**src/rtl/fifo_pkg.sv**
```systemverilog
// Shared definitions for the dual-pointer FIFO and its read-side consumers.
//   DATA_W   : width of a FIFO word
//   PTR_W    : FIFO pointer width (address bits plus one wrap bit)
//   occ_e    : occupancy encoding of the 2-entry output buffer
package fifo_pkg;

    localparam int DATA_W = 8;
    localparam int PTR_W  = 11;

    typedef enum logic [1:0] {
        ST_EMPTY = 2'd0,
        ST_ONE   = 2'd1,
        ST_TWO   = 2'd2
    } occ_e;

endpackage

```
**src/rtl/fifo_skid_buf.sv**
```systemverilog
// Two-entry head/skid register pair with an occupancy FSM.
//   clk, rst  : clock, asynchronous active-high reset
//   clr       : synchronous clear of both entries (wins over push/pop)
//   push      : push_data is written into the buffer this cycle
//   pop       : head word is consumed this cycle
//   valid     : at least one word held (decoded from the state register)
//   head      : oldest word
//   occ       : current occupancy state
module fifo_skid_buf #(
    parameter int DATA_W = fifo_pkg::DATA_W
) (
    input  logic              clk,
    input  logic              rst,
    input  logic              clr,
    input  logic              push,
    input  logic [DATA_W-1:0] push_data,
    input  logic              pop,
    output logic              valid,
    output logic [DATA_W-1:0] head,
    output fifo_pkg::occ_e    occ
);
    import fifo_pkg::*;

    occ_e              state_q, state_d;
    logic [DATA_W-1:0] head_q,  head_d;
    logic [DATA_W-1:0] skid_q,  skid_d;

    // State and data registers.
    always_ff @(posedge clk or posedge rst) begin
        if (rst) begin
            state_q <= ST_EMPTY;
            head_q  <= '0;
            skid_q  <= '0;
        end else begin
            state_q <= state_d;
            head_q  <= head_d;
            skid_q  <= skid_d;
        end
    end

    // Next-state and data steering; a push+pop keeps occupancy constant.
    always_comb begin
        state_d = state_q;
        head_d  = head_q;
        skid_d  = skid_q;
        if (clr) begin
            state_d = ST_EMPTY;
        end else begin
            case (state_q)
                ST_EMPTY: begin
                    if (push) begin
                        head_d  = push_data;
                        state_d = ST_ONE;
                    end else begin
                        state_d = ST_EMPTY;
                    end
                end
                ST_ONE: begin
                    if (push && pop) begin
                        head_d = push_data;
                    end else if (push) begin
                        skid_d  = push_data;
                        state_d = ST_TWO;
                    end else if (pop) begin
                        state_d = ST_EMPTY;
                    end else begin
                        state_d = ST_ONE;
                    end
                end
                ST_TWO: begin
                    // A push without a pop here would overflow; the issue
                    // logic upstream never lets that happen, so it is ignored.
                    if (push && pop) begin
                        head_d = skid_q;
                        skid_d = push_data;
                    end else if (pop) begin
                        head_d  = skid_q;
                        state_d = ST_ONE;
                    end else begin
                        state_d = ST_TWO;
                    end
                end
                default: begin
                    state_d = ST_EMPTY;
                end
            endcase
        end
    end

    assign valid = (state_q != ST_EMPTY);
    assign head  = head_q;
    assign occ   = state_q;

endmodule

```
**src/rtl/fifo_fwft_reader.sv**
```systemverilog
// First-word-fall-through reader for the dual-pointer FIFO (read clock domain).
//   clk_r, rst : read clock, asynchronous active-high reset
//   flush      : synchronous clear of buffered and in-flight words
//   r_en       : FIFO read enable (combinational)
//   empty      : FIFO empty flag, synchronised to clk_r
//   data_out   : FIFO read data, valid the cycle after r_en
//   m_valid, m_data, m_ready : valid/ready output stream
//   rd_count   : completed stream transfers, wraps, not cleared by flush
module fifo_fwft_reader #(
    parameter int DATA_W = fifo_pkg::DATA_W,
    parameter int CNT_W  = 16
) (
    input  logic              clk_r,
    input  logic              rst,
    input  logic              flush,
    output logic              r_en,
    input  logic              empty,
    input  logic [DATA_W-1:0] data_out,
    output logic              m_valid,
    output logic [DATA_W-1:0] m_data,
    input  logic              m_ready,
    output logic [CNT_W-1:0]  rd_count
);
    import fifo_pkg::*;

    logic             inflight_q, inflight_d;
    logic             discard_q,  discard_d;
    logic [CNT_W-1:0] rd_count_q, rd_count_d;

    logic             pop_s;
    logic             ret_s;
    logic             push_s;
    logic [2:0]       level_s;
    occ_e             occ_s;

    assign pop_s  = m_valid && m_ready;
    assign ret_s  = inflight_q;
    // Words returning during or right after a flush belong to reads issued
    // before the flush and must not reach the buffer.
    assign push_s = ret_s && !discard_q && !flush;

    // Words held plus words on their way, minus the one leaving this cycle.
    // pop implies occupancy >= 1, so the subtraction never underflows.
    assign level_s = {1'b0, occ_s} + {2'b00, inflight_q} - {2'b00, pop_s};

    assign r_en = !empty && !flush && !rst && (level_s < 3'd2);

    fifo_skid_buf #(.DATA_W(DATA_W)) u_buf (
        .clk       (clk_r),
        .rst       (rst),
        .clr       (flush),
        .push      (push_s),
        .push_data (data_out),
        .pop       (pop_s),
        .valid     (m_valid),
        .head      (m_data),
        .occ       (occ_s)
    );

    // Read-tracking and transfer-counter registers.
    always_ff @(posedge clk_r or posedge rst) begin
        if (rst) begin
            inflight_q <= 1'b0;
            discard_q  <= 1'b0;
            rd_count_q <= '0;
        end else begin
            inflight_q <= inflight_d;
            discard_q  <= discard_d;
            rd_count_q <= rd_count_d;
        end
    end

    // Next values for read tracking; a pop during flush still counts.
    always_comb begin
        inflight_d = r_en;
        discard_d  = flush;
        if (pop_s) begin
            rd_count_d = rd_count_q + {{(CNT_W-1){1'b0}}, 1'b1};
        end else begin
            rd_count_d = rd_count_q;
        end
    end

    assign rd_count = rd_count_q;

endmodule
```
**config.mk**
```make
export PLATFORM = sky130hd
export DESIGN_NAME = fifo_fwft_reader
export DESIGN_NICKNAME = d
export VERILOG_FILES = /design/src/rtl/fifo_pkg.sv /design/src/rtl/fifo_skid_buf.sv /design/src/rtl/fifo_fwft_reader.sv
export SDC_FILE = /design/constraint.sdc
export NUM_CORES = 1
export LEC_CHECK = 0
export CAP_MARGIN = 30
export CORE_ASPECT_RATIO = 1.75
export CORE_MARGIN = 4
export CORE_UTILIZATION = 30
export CTS_BUF_LIST = sky130_fd_sc_hd__clkbuf_8
export CTS_CLUSTER_DIAMETER = 50
export DETAILED_ROUTE_END_ITERATION = 16
export GPL_TIMING_DRIVEN = 0
export HOLD_SLACK_MARGIN = 0.1
export PLACE_DENSITY_LB_ADDON = 0.25
export SLEW_MARGIN = 20
export SYNTH_ARGS = -nofsm -noshare
export SYNTH_HDL_FRONTEND = slang
export SYNTH_SLANG_ARGS = --single-unit
```
**constraint.sdc**
```tcl
create_clock -name clk_r -period 1.7 [get_ports clk_r]
set_input_delay 0.255 -clock clk_r [delete_from_list [all_inputs] [get_ports clk_r]]
set_output_delay 0.255 -clock clk_r [all_outputs]
set_load 0.1 [all_outputs]
```
# Yosys cells after proc, flatten, opt, wreduce, memory -nomap -nowiden
# Cells that the tools add are included.
[totals] input_bits=13 wordCells=54 ff_bits=36
[classes] n_addsub=3 muxes=15 n_lt_le_gt_ge=1 reduce_logical=18 bitwise=1 n_eq_ne=10
[ops] cell="two-way mux 8 bit" n=5
[ops] cell="case mux 8 bit (3 select lines)" n=1
[ops] cell="adder 16 x 1 -> 16 bit (second input constant)" n=1
[ops] cell="case mux 8 bit (2 select lines)" n=1
[ops] cell="two-way mux 2 bit" n=5
[ops] cell="AND reduction 5 bit" n=2
[ops] cell="inequality test 2 x 1 -> 1 bit (second input constant)" n=4
[ops] cell="logical AND 1 bit" n=7
[ops] cell="inequality test 3 bit (second input constant)" n=2
[ops] cell="case mux 2 bit (3 select lines)" n=1
[ops] cell="zero test 1 bit" n=4
[ops] cell="nonzero test 2 bit" n=2
[ops] cell="adder 2 x 1 -> 3 bit" n=1
[ops] cell="less-than comparator 3 x 2 -> 1 bit (second input constant)" n=1
[ops] cell="inequality test 3 x 2 -> 1 bit (second input constant)" n=1
[ops] cell="nonzero test 3 bit" n=1
[ops] cell="subtractor 3 x 1 -> 3 bit" n=1
[ops] cell="equality test 2 x 1 -> 1 bit (second input constant)" n=1
[ops] cell="equality test 2 bit (second input constant)" n=1
[ops] cell="zero test 2 bit" n=1
[ops] cell="two-way mux 1 bit" n=2
[ops] cell="inequality test 2 bit (second input constant)" n=1
[ops] cell="AND reduction 2 bit" n=1
[ops] cell="inverter 1 bit" n=1

# Logic depth before layout (Yosys ltp)
# Gate-level depths: netlist of run 1.
[logic_depth] depth_word=7 depth_mapped=7 depth_no_buf=6

# Modules after synthesis
# A second synthesis of run 1 with hierarchy kept.
[unflattened] cells_unflattened=130 hier_area_um2=1717.9
[by_module_without_submodules] module="fifo_skid_buf" area_each_um2=893.4 instances=1 cells_per_inst=63
[by_module_without_submodules] module="fifo_fwft_reader" area_each_um2=824.5 instances=1 cells_per_inst=67

# Worst setup path before layout of run 1
# OpenSTA, ideal clock, no wires.
[synth_path] path_kind="reg-to-output" startpoint="register u_buf.state_q[1], in the netlist u_buf.occ[1]" endpoint="output port r_en" n_path_buf=1 slack_ps=-815 path_stages_with_launch=8 t_required_ps=1445 t_arrival_ps=2260 cell_sequence="dfrtp_1 buf_4 nand3b_1 inv_1 o21ai_0 fa_1 xnor2_1 and4_1"
[synth_via] elab_chain_len=5 word_cells_on_any_way=6
[synth_lines] element="start, declared" line_no="fifo_skid_buf.sv:24" text="occ_e state_q, state_d;"
[synth_lines] element="start signal, assigned" line_no="fifo_skid_buf.sv:35" text="state_q <= state_d;"
[synth_lines] element="parallel branches: the longest is 2 deep, another holds adder 2 x 1 -> 3 bit"
[synth_lines] element="subtractor 3 x 1 -> 3 bit *" line_no="fifo_fwft_reader.sv:44" text="assign level_s = {1'b0, occ_s} + {2'b00, inflight_q} - {2'b00, pop_s};"
[synth_lines] element="less-than comparator 3 x 2 -> 1 bit *" line_no="fifo_fwft_reader.sv:46" text="assign r_en = !empty && !flush && !rst && (level_s < 3'd2);"
[synth_lines] element="logical AND 1 bit *" line_no="fifo_fwft_reader.sv:46"
[synth_lines] element="end, declared" line_no="fifo_fwft_reader.sv:16" text="output logic r_en,"
# Mark *: on every way between the ends.

# Final worst setup path of run 1
[layout_path] startpoint="register u_buf.state_q[0], in the netlist u_buf.occ[0]" endpoint="output port r_en"
# Same word-level chain as after synthesis.

==> metrics.txt, run 1 <==
# TYPE chip_impl_metric gauge
chip_impl_metric{name="vias_per_cell",unit=""} 4.579
chip_impl_metric{name="post-route-period-util",unit="%"} 136.4
chip_impl_metric{name="grt_pass1_vias",unit=""} 1362
chip_impl_metric{name="synth-warning-count",unit=""} 0
chip_impl_info{name="rr_startpoint",value="u_buf.occ[1]$_DFFE_PP0P_"} 1
chip_impl_metric{name="post-place-ws",unit="ns"} -1.722
chip_impl_metric{name="area.growth.synth_to_final",unit="%"} 49.66
chip_impl_info{name="startpoint",value="u_buf.occ[0]$_DFFE_PP0P_"} 1
chip_impl_metric{name="vdd.ir_drop.worst",unit="V"} 0.0007638
chip_impl_metric{name="count_of_state_elements_after_synthesis",unit=""} 36
chip_impl_info{name="timing.critical_path.to_type",value="primary output"} 1
chip_impl_metric{name="setup_failing_eps_final",unit=""} 13
chip_impl_info{name="grt_setup_unrepaired",value="yes"} 1
chip_impl_metric{name="postLayoutSetupSlackWorst",unit="ns"} -0.6196
chip_impl_metric{name="die_x",unit="um"} 64.11
chip_impl_metric{name="chipHeight",unit="um"} 106.2
chip_impl_metric{name="drtAntennaViolNets",unit=""} 0
chip_impl_metric{name="detailroute.via_count",unit=""} 1241
chip_impl_metric{name="mappedNetlistArea",unit="um^2"} 1653
chip_impl_metric{name="core_area",unit="um^2"} 5299
chip_impl_metric{name="drt_iter0_markers",unit=""} 54
chip_impl_metric{name="fraction_of_the_core_area_covered_by_cells_at_the_end_of_the_flow",unit="%"} 46.68
chip_impl_metric{name="synth_sequential_area_ratio",unit="%"} 54.50
chip_impl_info{name="tritoncts",value="done"} 1
chip_impl_metric{name="total_nets_after_synthesis",unit=""} 154
chip_impl_metric{name="route.layer.met1.wl",unit="mm"} 1.508
chip_impl_metric{name="final-hold-violation-count",unit=""} 0
chip_impl_metric{name="number_of_instances_in_the_placed_design",unit=""} 251
chip_impl_metric{name="max_freq",unit="MHz"} 431.1
chip_impl_metric{name="postSynthAreaPerCell",unit="um^2"} 11.89
chip_impl_metric{name="final_cells",unit=""} 271
chip_impl_info{name="highest_layer",value="met4"} 1
chip_impl_metric{name="post_route_design_area",unit="um^2"} 2474
chip_impl_metric{name="syn-instance-count",unit=""} 139
chip_impl_metric{name="worstSkewPairLatency",unit="ns"} 0.28
chip_impl_metric{name="clkSlewWorstSetupHoldPaths",unit="ns"} 0.07
chip_impl_info{name="outcome",value="complete, but fails checks"} 1
chip_impl_metric{name="drcViolationCount",unit=""} 0
chip_impl_metric{name="relSlewSlack",unit="%"} 48.36
chip_impl_metric{name="globalRouteOverflowTotal",unit=""} 0
chip_impl_metric{name="met2WireLength",unit="mm"} 1.951
chip_impl_metric{name="io_buffers",unit=""} 38
chip_impl_metric{name="post_synth_num_cell_types",unit=""} 33
chip_impl_info{name="violations",value="setup timing"} 1
chip_impl_metric{name="synth_edf_count",unit=""} 0
chip_impl_metric{name="worst-endpoint-arrival",unit="ns"} 2.06
chip_impl_metric{name="ios",unit=""} 39
chip_impl_metric{name="route.detailed.wl_per_inst",unit="um"} 13.68
chip_impl_metric{name="power.static_leakage",unit="nW"} 1.117
chip_impl_metric{name="grt_first_pass_wirelength",unit="mm"} 6.299
chip_impl_metric{name="route.final.wire_length",unit="mm"} 3.708
chip_impl_metric{name="drive_above_1_share",unit="%"} 42.13
chip_impl_metric{name="largest_net_degree_at_the_start_of_global_routing",unit=""} 38
chip_impl_metric{name="die_footprint",unit="um^2"} 6808
chip_impl_metric{name="cellPowerDensity",unit="nW/um^2"} 1105
chip_impl_metric{name="detailroute.wirelength.met3",unit="um"} 193
chip_impl_metric{name="hpwl",unit="mm"} 2.618
chip_impl_metric{name="report.final.slew_viol_count",unit=""} 0
chip_impl_metric{name="maximum_fanout_along_the_worst_path",unit=""} 4
chip_impl_metric{name="dpl-instance-area",unit="um^2"} 2182
chip_impl_metric{name="clk_path_buf_depth",unit=""} 2
chip_impl_metric{name="cts_buffers",unit=""} 5
chip_impl_metric{name="timing.max_cap.violations",unit=""} 0
chip_impl_metric{name="drtPass1Iterations",unit=""} 4
chip_impl_info{name="postSynth.topFlopCell",value="sky130_fd_sc_hd__dfrtp_1"} 1
chip_impl_metric{name="timing.clock.skew",unit="ns"} 0.008177
chip_impl_metric{name="num_antenna_cells",unit=""} 0
chip_impl_metric{name="replace_congestion",unit=""} 0.8195
chip_impl_metric{name="floorplan.initialDensity",unit="%"} 31.19
chip_impl_info{name="ctsRootBufferMaster",value="sky130_fd_sc_hd__clkbuf_8"} 1
chip_impl_metric{name="postSynth.asyncResetShare",unit="%"} 100.0
chip_impl_info{name="critPathKind",value="register to primary output"} 1
chip_impl_metric{name="timing_worst_slew_pin_value",unit="ns"} 0.7734
chip_impl_info{name="worstSetupStartpointType",value="register"} 1
chip_impl_metric{name="antenna_found_initial",unit=""} 0
chip_impl_metric{name="final_period_minus_worst_setup_slack",unit="ns"} 2.320
chip_impl_metric{name="globalRouteTotalUtil",unit="%"} 11.58
chip_impl_metric{name="finalNetCount",unit=""} 211
chip_impl_info{name="hp-class",value="input port to async pin"} 1
chip_impl_metric{name="rows",unit=""} 35
chip_impl_metric{name="worst_r2r_path_depth",unit=""} 8
chip_impl_metric{name="h-tree-depth",unit=""} 2
chip_impl_metric{name="setup_tns",unit="ns"} -1.836
chip_impl_metric{name="cp.required",unit="ns"} 1.44
chip_impl_metric{name="r2r_slack",unit="ns"} -0.16
chip_impl_metric{name="cts_sink_cnt",unit=""} 36
## Yosys cell counts, types with 3 or more instances
cell type	count	share of area [%]
sky130_fd_sc_hd__dfrtp_1	36	55
sky130_fd_sc_hd__xor2_1	5	2.6
sky130_fd_sc_hd__nor2_1	15	3.4
sky130_fd_sc_hd__mux2_2	9	6.1
sky130_fd_sc_hd__xnor2_1	11	5.8
sky130_fd_sc_hd__nand4_1	3	1.1
sky130_fd_sc_hd__nand2_1	3	0.68
sky130_fd_sc_hd__nand3_1	7	2.1
sky130_fd_sc_hd__inv_1	3	0.68
sky130_fd_sc_hd__a21oi_1	9	2.7
sky130_fd_sc_hd__mux2i_1	9	5.5
## cell families after synthesis
group / after synthesis / synth area share (%)
buffers and inverters: 6 / 2.044
AOI/OAI and AO/OA: 17 / 7.192
adders and majority gates: 2 / 1.968
and+or+nand+nor: 44 / 14.23
xor gates and xnor gates: 16 / 8.478
DFF: 36 / 54.50
muxes: 18 / 11.58
## final cells by class
class                   count  area [um^2]
fillers                   510         2825
flip-flops and latches     36        932.1
multi-input cells          97        760.7
repair buffers             51        554.3
clock buffers               7        96.34
well taps                  74        92.59
plain buffers               2        22.52
inverters                   3        11.26
clock inverters             1        3.754
## critical path, cell delays in order (launching register included)
cell	delay [ns]
sky130_fd_sc_hd__dfrtp_1	0.40
sky130_fd_sc_hd__nand3b_1	0.24
sky130_fd_sc_hd__inv_2	0.13
sky130_fd_sc_hd__o21ai_2	0.06
sky130_fd_sc_hd__fa_2	0.52
sky130_fd_sc_hd__and4_4	0.25
sky130_fd_sc_hd__buf_12	0.18
## per-layer routing
layer  global-route usage (%)  up-vias
met5                        0        -
met4                    4.085        0
met3                    3.066        5
met2                    20.95       41
met1                    12.75      602
li1                         -      593
## repair_timing
action / 4_1_cts / 5_1_grt
setup buffers: 9 / 4
gates resized for setup: 96 / 5
hold buffers: 0 / 0
pin swaps: 2 / 3
cloned: 1 / 0
setup endpoints to repair: 45 / 27
## worst paths after layout
kind / endpoint
setup / recovery: r_en
hold / removal: rd_count[2]$_DFFE_PP0P_
setup reg to reg: inflight_q$_DFF_PP0_
hold reg to reg: rd_count[15]$_DFFE_PP0P_
max in group asynchronous: rd_count[6]$_DFFE_PP0P_
min in group clk_r: rd_count[15]$_DFFE_PP0P_
## power by group
part,switching [mW],total [mW],internal [mW],leakage (nW)
combinational,0.789,1.02,0.235,0.606
sequential,0.0809,1.05,0.974,0.455
clock,0.291,0.655,0.364,0.0557
total,1.16,2.73,1.57,1.12
## state kept, by name, summed over array words and instances, names as in the netlist
| signal | cells |
|---|---|
| rd_count | 16 |
| u_buf.head | 8 |
| u_buf.skid_q | 8 |
| u_buf.occ | 2 |
| discard_q | 1 |
| inflight_q | 1 |
## cells in the final DEF, fill, tap and decap left out, types with 2 or more instances in the layout
| master | Yosys | final |
|---|---|---|
| sky130_fd_sc_hd__inv_1 | 3 | 2 |
| sky130_fd_sc_hd__nand3_1 | 7 | 7 |
| sky130_fd_sc_hd__clkdlybuf4s15_2 | 0 | 24 |
| sky130_fd_sc_hd__buf_12 | 0 | 3 |
| sky130_fd_sc_hd__mux2i_1 | 9 | 9 |
| sky130_fd_sc_hd__clkbuf_8 | 0 | 7 |
| sky130_fd_sc_hd__buf_6 | 1 | 6 |
| sky130_fd_sc_hd__nor2b_1 | 2 | 2 |
| sky130_fd_sc_hd__dfrtp_2 | 0 | 4 |
| sky130_fd_sc_hd__nor2_1 | 15 | 15 |
| sky130_fd_sc_hd__nor4_2 | 0 | 2 |
| sky130_fd_sc_hd__buf_4 | 1 | 8 |
| sky130_fd_sc_hd__dfrtp_1 | 36 | 25 |
| sky130_fd_sc_hd__a21oi_1 | 9 | 9 |
| sky130_fd_sc_hd__and3_1 | 2 | 2 |
| sky130_fd_sc_hd__mux2_2 | 9 | 8 |
| sky130_fd_sc_hd__nand4_1 | 3 | 3 |
| sky130_fd_sc_hd__xor2_1 | 5 | 5 |
| sky130_fd_sc_hd__a21oi_2 | 2 | 2 |
| sky130_fd_sc_hd__inv_2 | 0 | 2 |
| sky130_fd_sc_hd__xnor2_1 | 11 | 11 |
| sky130_fd_sc_hd__dfrtp_4 | 0 | 7 |
| sky130_fd_sc_hd__nand2b_1 | 2 | 2 |
| sky130_fd_sc_hd__clkdlybuf4s50_1 | 0 | 11 |
| sky130_fd_sc_hd__nand2_1 | 3 | 3 |
## metrics by stage
| stage | hold WS [ns] | power [mW] |
|---|---|---|
| floorplan | 0.2864 | 1.840 |
| global placement | 0.4648 | 2.087 |
| detailed placement | 0.4784 | 2.103 |
| CTS | 0.4528 | 2.767 |
| global route | 0.4995 | 2.859 |
| finish | 0.4330 | 2.734 |
No activity file was read; power rests on OpenSTA's default activity.
==> run 2: changes to the inputs <==
==> constraint.sdc (replaced) <==
create_clock -name clk_r -period 2.34 [get_ports clk_r]
set_input_delay 0.351 -clock clk_r [delete_from_list [all_inputs] [get_ports clk_r]]
set_output_delay 0.351 -clock clk_r [all_outputs]
set_load 0.1 [all_outputs]
==> run 2 against run 1 <==
Global-route usage decreased by 0.27 points. Sequential share of layout area grew 1.3 points. Wire length up 1.8%. Register-to-register slack gained 0.62 ns. Critical endpoint unchanged. Count of clock-buffer cells in the layout shrank 1. Sequential power is 29% lower. Die area unchanged. Final cell count shrank 1.1%. Largest power group unchanged. Utilization down 3.1 points. Via count shrank 2.0%. First-iteration DRC count decreased by 22%. Highest routed layer unchanged. Clock skew decreased by 0.0036 ns. The flow still finishes with violations (setup timing).
==> metrics.txt, run 2 (synthesized netlist as in run 1, its figures left out) <==
# TYPE chip_impl_metric gauge
chip_impl_metric{name="report.final.slew_viol_count",unit=""} 0
chip_impl_metric{name="antenna_found_initial",unit=""} 0
chip_impl_metric{name="h-tree-depth",unit=""} 2
chip_impl_metric{name="num_antenna_cells",unit=""} 0
chip_impl_metric{name="timing_worst_slew_pin_value",unit="ns"} 0.9815
chip_impl_metric{name="final-hold-violation-count",unit=""} 0
chip_impl_metric{name="globalRouteOverflowTotal",unit=""} 0
chip_impl_metric{name="worstSkewPairLatency",unit="ns"} 0.28
chip_impl_metric{name="largest_net_degree_at_the_start_of_global_routing",unit=""} 38
chip_impl_metric{name="cts_sink_cnt",unit=""} 36
chip_impl_metric{name="largest_register_ff_count",unit=""} 16
chip_impl_info{name="layout_commonest_cell",value="sky130_fd_sc_hd__dfrtp_1"} 1
chip_impl_metric{name="chipHeight",unit="um"} 106.2
chip_impl_metric{name="route.detailed.wl_per_inst",unit="um"} 14.09
chip_impl_metric{name="worst_r2r_path_depth",unit=""} 7
chip_impl_metric{name="timing.hold.worst_path_depth",unit=""} 1
chip_impl_metric{name="dpl-instance-area",unit="um^2"} 2128
chip_impl_metric{name="die_x",unit="um"} 64.11
chip_impl_metric{name="final_period_minus_worst_setup_slack",unit="ns"} 2.359
chip_impl_metric{name="detailroute.via_count",unit=""} 1216
chip_impl_metric{name="worst-endpoint-arrival",unit="ns"} 2.01
chip_impl_metric{name="hpwl",unit="mm"} 2.601
chip_impl_info{name="hold_path_startpoint",value="rd_count[13]$_DFFE_PP0P_"} 1
chip_impl_info{name="layout_common_cells",value="36 x sky130_fd_sc_hd__dfrtp_1, 34 x sky130_fd_sc_hd__clkdlybuf4s50_1, 15 x sky130_fd_sc_hd__nor2_1"} 1
chip_impl_metric{name="floorplan.initialDensity",unit="%"} 31.19
chip_impl_metric{name="grt_first_pass_wirelength",unit="mm"} 6.154
chip_impl_metric{name="vias_per_cell",unit=""} 4.537
chip_impl_metric{name="drt_iter0_markers",unit=""} 42
chip_impl_info{name="hp-class",value="register to register"} 1
chip_impl_metric{name="finalNetCount",unit=""} 208
chip_impl_metric{name="grt_pass1_vias",unit=""} 1330
chip_impl_info{name="ctsRootBufferMaster",value="sky130_fd_sc_hd__clkbuf_8"} 1
chip_impl_metric{name="drtAntennaViolNets",unit=""} 0
chip_impl_info{name="rr_startpoint",value="u_buf.occ[1]$_DFFE_PP0P_"} 1
chip_impl_info{name="tritoncts",value="done"} 1
chip_impl_metric{name="post-route-period-util",unit="%"} 100.8
chip_impl_info{name="grt_setup_unrepaired",value="yes"} 1
chip_impl_metric{name="drive_above_1_share",unit="%"} 20.10
chip_impl_metric{name="cts_buffers",unit=""} 5
chip_impl_info{name="outcome",value="complete, but fails checks"} 1
chip_impl_metric{name="setup_tns",unit="ns"} -0.01930
chip_impl_metric{name="drcViolationCount",unit=""} 0
chip_impl_metric{name="postLayoutSetupSlackWorst",unit="ns"} -0.01930
chip_impl_metric{name="max_freq",unit="MHz"} 423.9
chip_impl_info{name="startpoint",value="u_buf.occ[0]$_DFFE_PP0P_"} 1
chip_impl_metric{name="replace_congestion",unit=""} 0.7719
chip_impl_metric{name="core_area",unit="um^2"} 5299
chip_impl_metric{name="die_footprint",unit="um^2"} 6808
chip_impl_info{name="violations",value="setup timing"} 1
chip_impl_metric{name="vdd.ir_drop.worst",unit="V"} 0.001072
chip_impl_metric{name="route.final.wire_length",unit="mm"} 3.775
chip_impl_metric{name="r2r_slack",unit="ns"} 0.46
chip_impl_metric{name="ios",unit=""} 39
chip_impl_info{name="rr_endpoint",value="u_buf.skid_q[6]$_DFFE_PP0P_"} 1
chip_impl_metric{name="post-place-ws",unit="ns"} -1.352
chip_impl_info{name="timing.critical_path.to_type",value="primary output"} 1
chip_impl_metric{name="post_route_design_area",unit="um^2"} 2308
chip_impl_metric{name="drtPass1Iterations",unit=""} 4
chip_impl_metric{name="area.growth.synth_to_final",unit="%"} 39.67
chip_impl_metric{name="timing.max_cap.violations",unit=""} 0
chip_impl_metric{name="cp.required",unit="ns"} 1.99
chip_impl_info{name="worstSetupStartpointType",value="register"} 1
chip_impl_metric{name="setup_failing_eps_final",unit=""} 1
chip_impl_metric{name="clkSlewWorstSetupHoldPaths",unit="ns"} 0.07
chip_impl_metric{name="rows",unit=""} 35
chip_impl_metric{name="cellPowerDensity",unit="nW/um^2"} 836.7
chip_impl_metric{name="clk_path_buf_depth",unit=""} 2
chip_impl_metric{name="io_buffers",unit=""} 38
chip_impl_metric{name="timing.clock.skew",unit="ns"} 0.004581
chip_impl_metric{name="power.static_leakage",unit="nW"} 1.101
chip_impl_metric{name="cts_hold_buf",unit=""} 0
chip_impl_metric{name="maximum_fanout_along_the_worst_path",unit=""} 5
chip_impl_metric{name="globalRouteTotalUtil",unit="%"} 11.31
chip_impl_metric{name="relSlewSlack",unit="%"} 34.36
chip_impl_info{name="worstHoldEndpoint",value="rd_count[13]$_DFFE_PP0P_"} 1
chip_impl_info{name="critPathKind",value="register to primary output"} 1
==> run 2: changes by cell type in the layout (fill, tap and decap cells not counted), sizes merged <==
| cell | delta |
|---|---|
| buf | -5 |
| clkdlybuf4s15 | -24 |
| clkdlybuf4s50 | +23 |
| dlygate4sd2 | +1 |
| dlymetal6s2s | +1 |
| inv | +1 |
==> run 2: metal layers <==
metal / vias to the layer above / GRT usage [%] / wire length, um
met5: - / 0 / 0
met1: 588 / 12.59 / 1590
met2: 35 / 20.06 / 1949
met3: 6 / 3.488 / 191
met4: 0 / 3.782 / 43
li1: 587 / - / -
==> run 2: worst max path at each step <==
stage	endpoint	slack, ns	depth (start not counted)
final	r_en	-0.02	6
after global routing	r_en	-0.12	6
after CTS	r_en	-0.03	6
after detailed placement	r_en	-1.35	8
after global placement	r_en	-1.40	4
after floorplan	rd_count[14]$_DFFE_PP0P_	0.07	5
==> run 2: stage by stage <==
stage / hold slack [ns] / util (%) / power, mW / instances
2_1_floorplan: 0.3824 / - / 1.316 / 139
5_1_grt: 0.5297 / 43.57 / 2.012 / 268
4_1_cts: 0.5038 / 43.09 / 1.952 / 265
3_3_place_gp: 0.4639 / 40.17 / 1.496 / 251
6_report: 0.4950 / 43.57 / 1.932 / 268
3_5_place_dp: 0.4910 / 40.17 / 1.508 / 251
==> run 2: what timing repair did <==
item / in CTS / in global routing
endpoints found under the setup margin: 2 / 2
cloned: 0 / 0
pin swaps: 1 / 0
gates resized for setup: 17 / 1
buffers inserted: 6 / 3
==> run 2: cell type report <==
cell class,count,area [um^2]
flip-flops and latches,36,900.9
repair buffers,47,457.9
multi-input cells,97,729.5
clock buffers,6,82.58
clock inverters,2,7.507
plain buffers,3,26.28
inverters,3,11.26
fillers,525,2990
well taps,74,92.59
==> run 2: power breakdown <==
group          switching (mW)  internal [mW]
Combinational           0.569          0.179
Clock                   0.204          0.231
Sequential             0.0576          0.691
==> run 2: worst max-delay path, stage by stage, from the launching register on <==
cell and delay, ns:
sky130_fd_sc_hd__dfrtp_1 0.40, sky130_fd_sc_hd__nand3b_1 0.20, sky130_fd_sc_hd__inv_2 0.12, sky130_fd_sc_hd__o21ai_2 0.07, sky130_fd_sc_hd__fa_2 0.52, sky130_fd_sc_hd__and4_4 0.25, sky130_fd_sc_hd__buf_12 0.18
==> patch, RTL diff (settings of run 2) <==
`CNT_W`: 16 -> 32.
--- a/src/rtl/fifo_fwft_reader.sv
+++ b/src/rtl/fifo_fwft_reader.sv
@@ -8,7 +8,7 @@
 //   rd_count   : completed stream transfers, wraps, not cleared by flush
 module fifo_fwft_reader #(
     parameter int DATA_W = fifo_pkg::DATA_W,
-    parameter int CNT_W  = 16
+    parameter int CNT_W  = 32
 ) (
     input  logic              clk_r,
     input  logic              rst,
Ports: changed (resized rd_count); port bits go from 39 to 55. No check against the original RTL was run, so the function may have changed too.
==> patch against run 2 <==
- the run still ends with setup timing left
- sequential power rose by 38%
- design area up 44%
- sequential cell count increased by 16
- setup slack got worse by 68 ps
- die area increased by 42%
- area after synthesis increased by 47%
- routed wire length is 49% higher
- total power up 25%
- sequential share of layout area hardly changed
- non-clock buffer count is 22 higher
==> patch: results <==
[status]
status = complete, but fails checks
violations = setup timing

[place]
post_dp_cell_area_um2 = 3100
pre_cts_slack_ps = -1390
dpl.hpwl_um = 4070
io_buffer_count = 54
gp_congestion = 0.766

[logic_synthesis]
yosys.area_share.adder = 0.0134
ys_async_sr_fraction = 1.00
synthTopCellsByArea = dfrtp_1, xnor2_1, nand4_1, mux2i_1, mux2_2
syn-num-nets = 224
synth.most_common_cell = dfrtp_1
synth_cell_type_count = 35
seq_area_frac_synth = 0.537
synth_xor_area_frac = 0.116
synth_compound_area_frac = 0.0490
synth-warning-count = 0
synth_commonest_cells = dfrtp_1, xnor2_1, nand4_1
muxShareOfSynthArea = 0.0743
synthFlopType = dfrtp_1

[power]
p_comb_uw = 745
intPower_uw = 1460
p_leak_uw = 0.00158
ir_worst_vdd_mv = 0.448
p_seq_uw = 1030

[timing]
maxSlewHeadroom = 0.342
final.setup.tns_ps = -87.0
postLayoutSetupSlackWorst_ps = -87.0
setup_violations = 1
finClkSkew_ps = 9.87

[grt]
grt_pass1_wl_um = 9760
antenna_found_initial = 0
grt_pass1_vias = 2000
grt_max_degree = 33
grt_usage = 0.122

[worst_setup_path]
worstPathArrival_ps = 2080
cp_max_fo = 5
crit_family = adder cells
max_stage_delay_ps = 520
crit_slowest_cell = fa_2

[clocking]
clk_path_buf_depth = 2
cts_buffers = 5
clk_latency_ps = 310
clk_pin_slew_ps = 100
h-tree-depth = 2

[routing]
top_layer = met4
vias = 1838
wl_per_cell_um = 15.2
met2_length_um = 3050
route.met3.wl_um = 300
m1WireLength_um = 2170
drtIter0Drc = 102
dr.pass1.iters = 4

[finish]
drive_gt1_frac = 0.170
largest_reg_flops = 32
nNetsFinal = 296
diodes = 0

[hold_path]
hold_class = primary input to asynchronous set/reset pin
patch: cell types whose count changed after synthesis, sizes merged, moves of 3 or more:
cell	before	now
and2	1	5
and4	1	4
dfrtp	36	52
nand2	3	8
nand4	3	21
xnor2	11	29
patch: worst paths after layout:
kind,start,endpoint,slack (ps),depth (start not counted)
min,rst,u_buf.head[2]$_DFFE_PP0P_,420,2
max reg2reg,u_buf.occ[0]$_DFFE_PP0P_,rd_count[19]$_DFFE_PP0P_,400,7
max in group asynchronous,rst,rd_count[0]$_DFFE_PP0P_,1400,3
min in group clk_r,rd_count[31]$_DFFE_PP0P_,rd_count[31]$_DFFE_PP0P_,480,1
max,u_buf.occ[0]$_DFFE_PP0P_,r_en,-90,6
min reg2reg,rd_count[31]$_DFFE_PP0P_,rd_count[31]$_DFFE_PP0P_,480,1
patch: metal layers:
layer	global-route usage	vias to the layer above
met3	0.0341	7
met4	0.0524	0
li1	-	878
met5	0	-
met2	0.219	46
met1	0.132	907
patch: through the flow:
step / std cells / total power [uW]
final: 372 / 2410
after global routing: 372 / 2530
after CTS: 366 / 2450
after detailed placement: 354 / 1800
after global placement: 353 / 1800
after floorplan: 209 / 1600
patch: cell type report:
type / count / area, um^2
fill: 772 / 4570
sequential: 52 / 1300
multi-input combinational: 146 / 1090
timing repair buffer: 65 / 659
tap: 90 / 113
clock buffer: 5 / 68.8
buffer: 7 / 43.8
clock inverter: 3 / 42.5
inverter: 4 / 18.8
patch: timing repair:
| item | in CTS | in global routing |
|---|---|---|
| setup endpoints to repair | 3 | 8 |
| hold buffers | 0 | 0 |
| setup buffers | 4 | 6 |
| gates resized for setup | 18 | 9 |
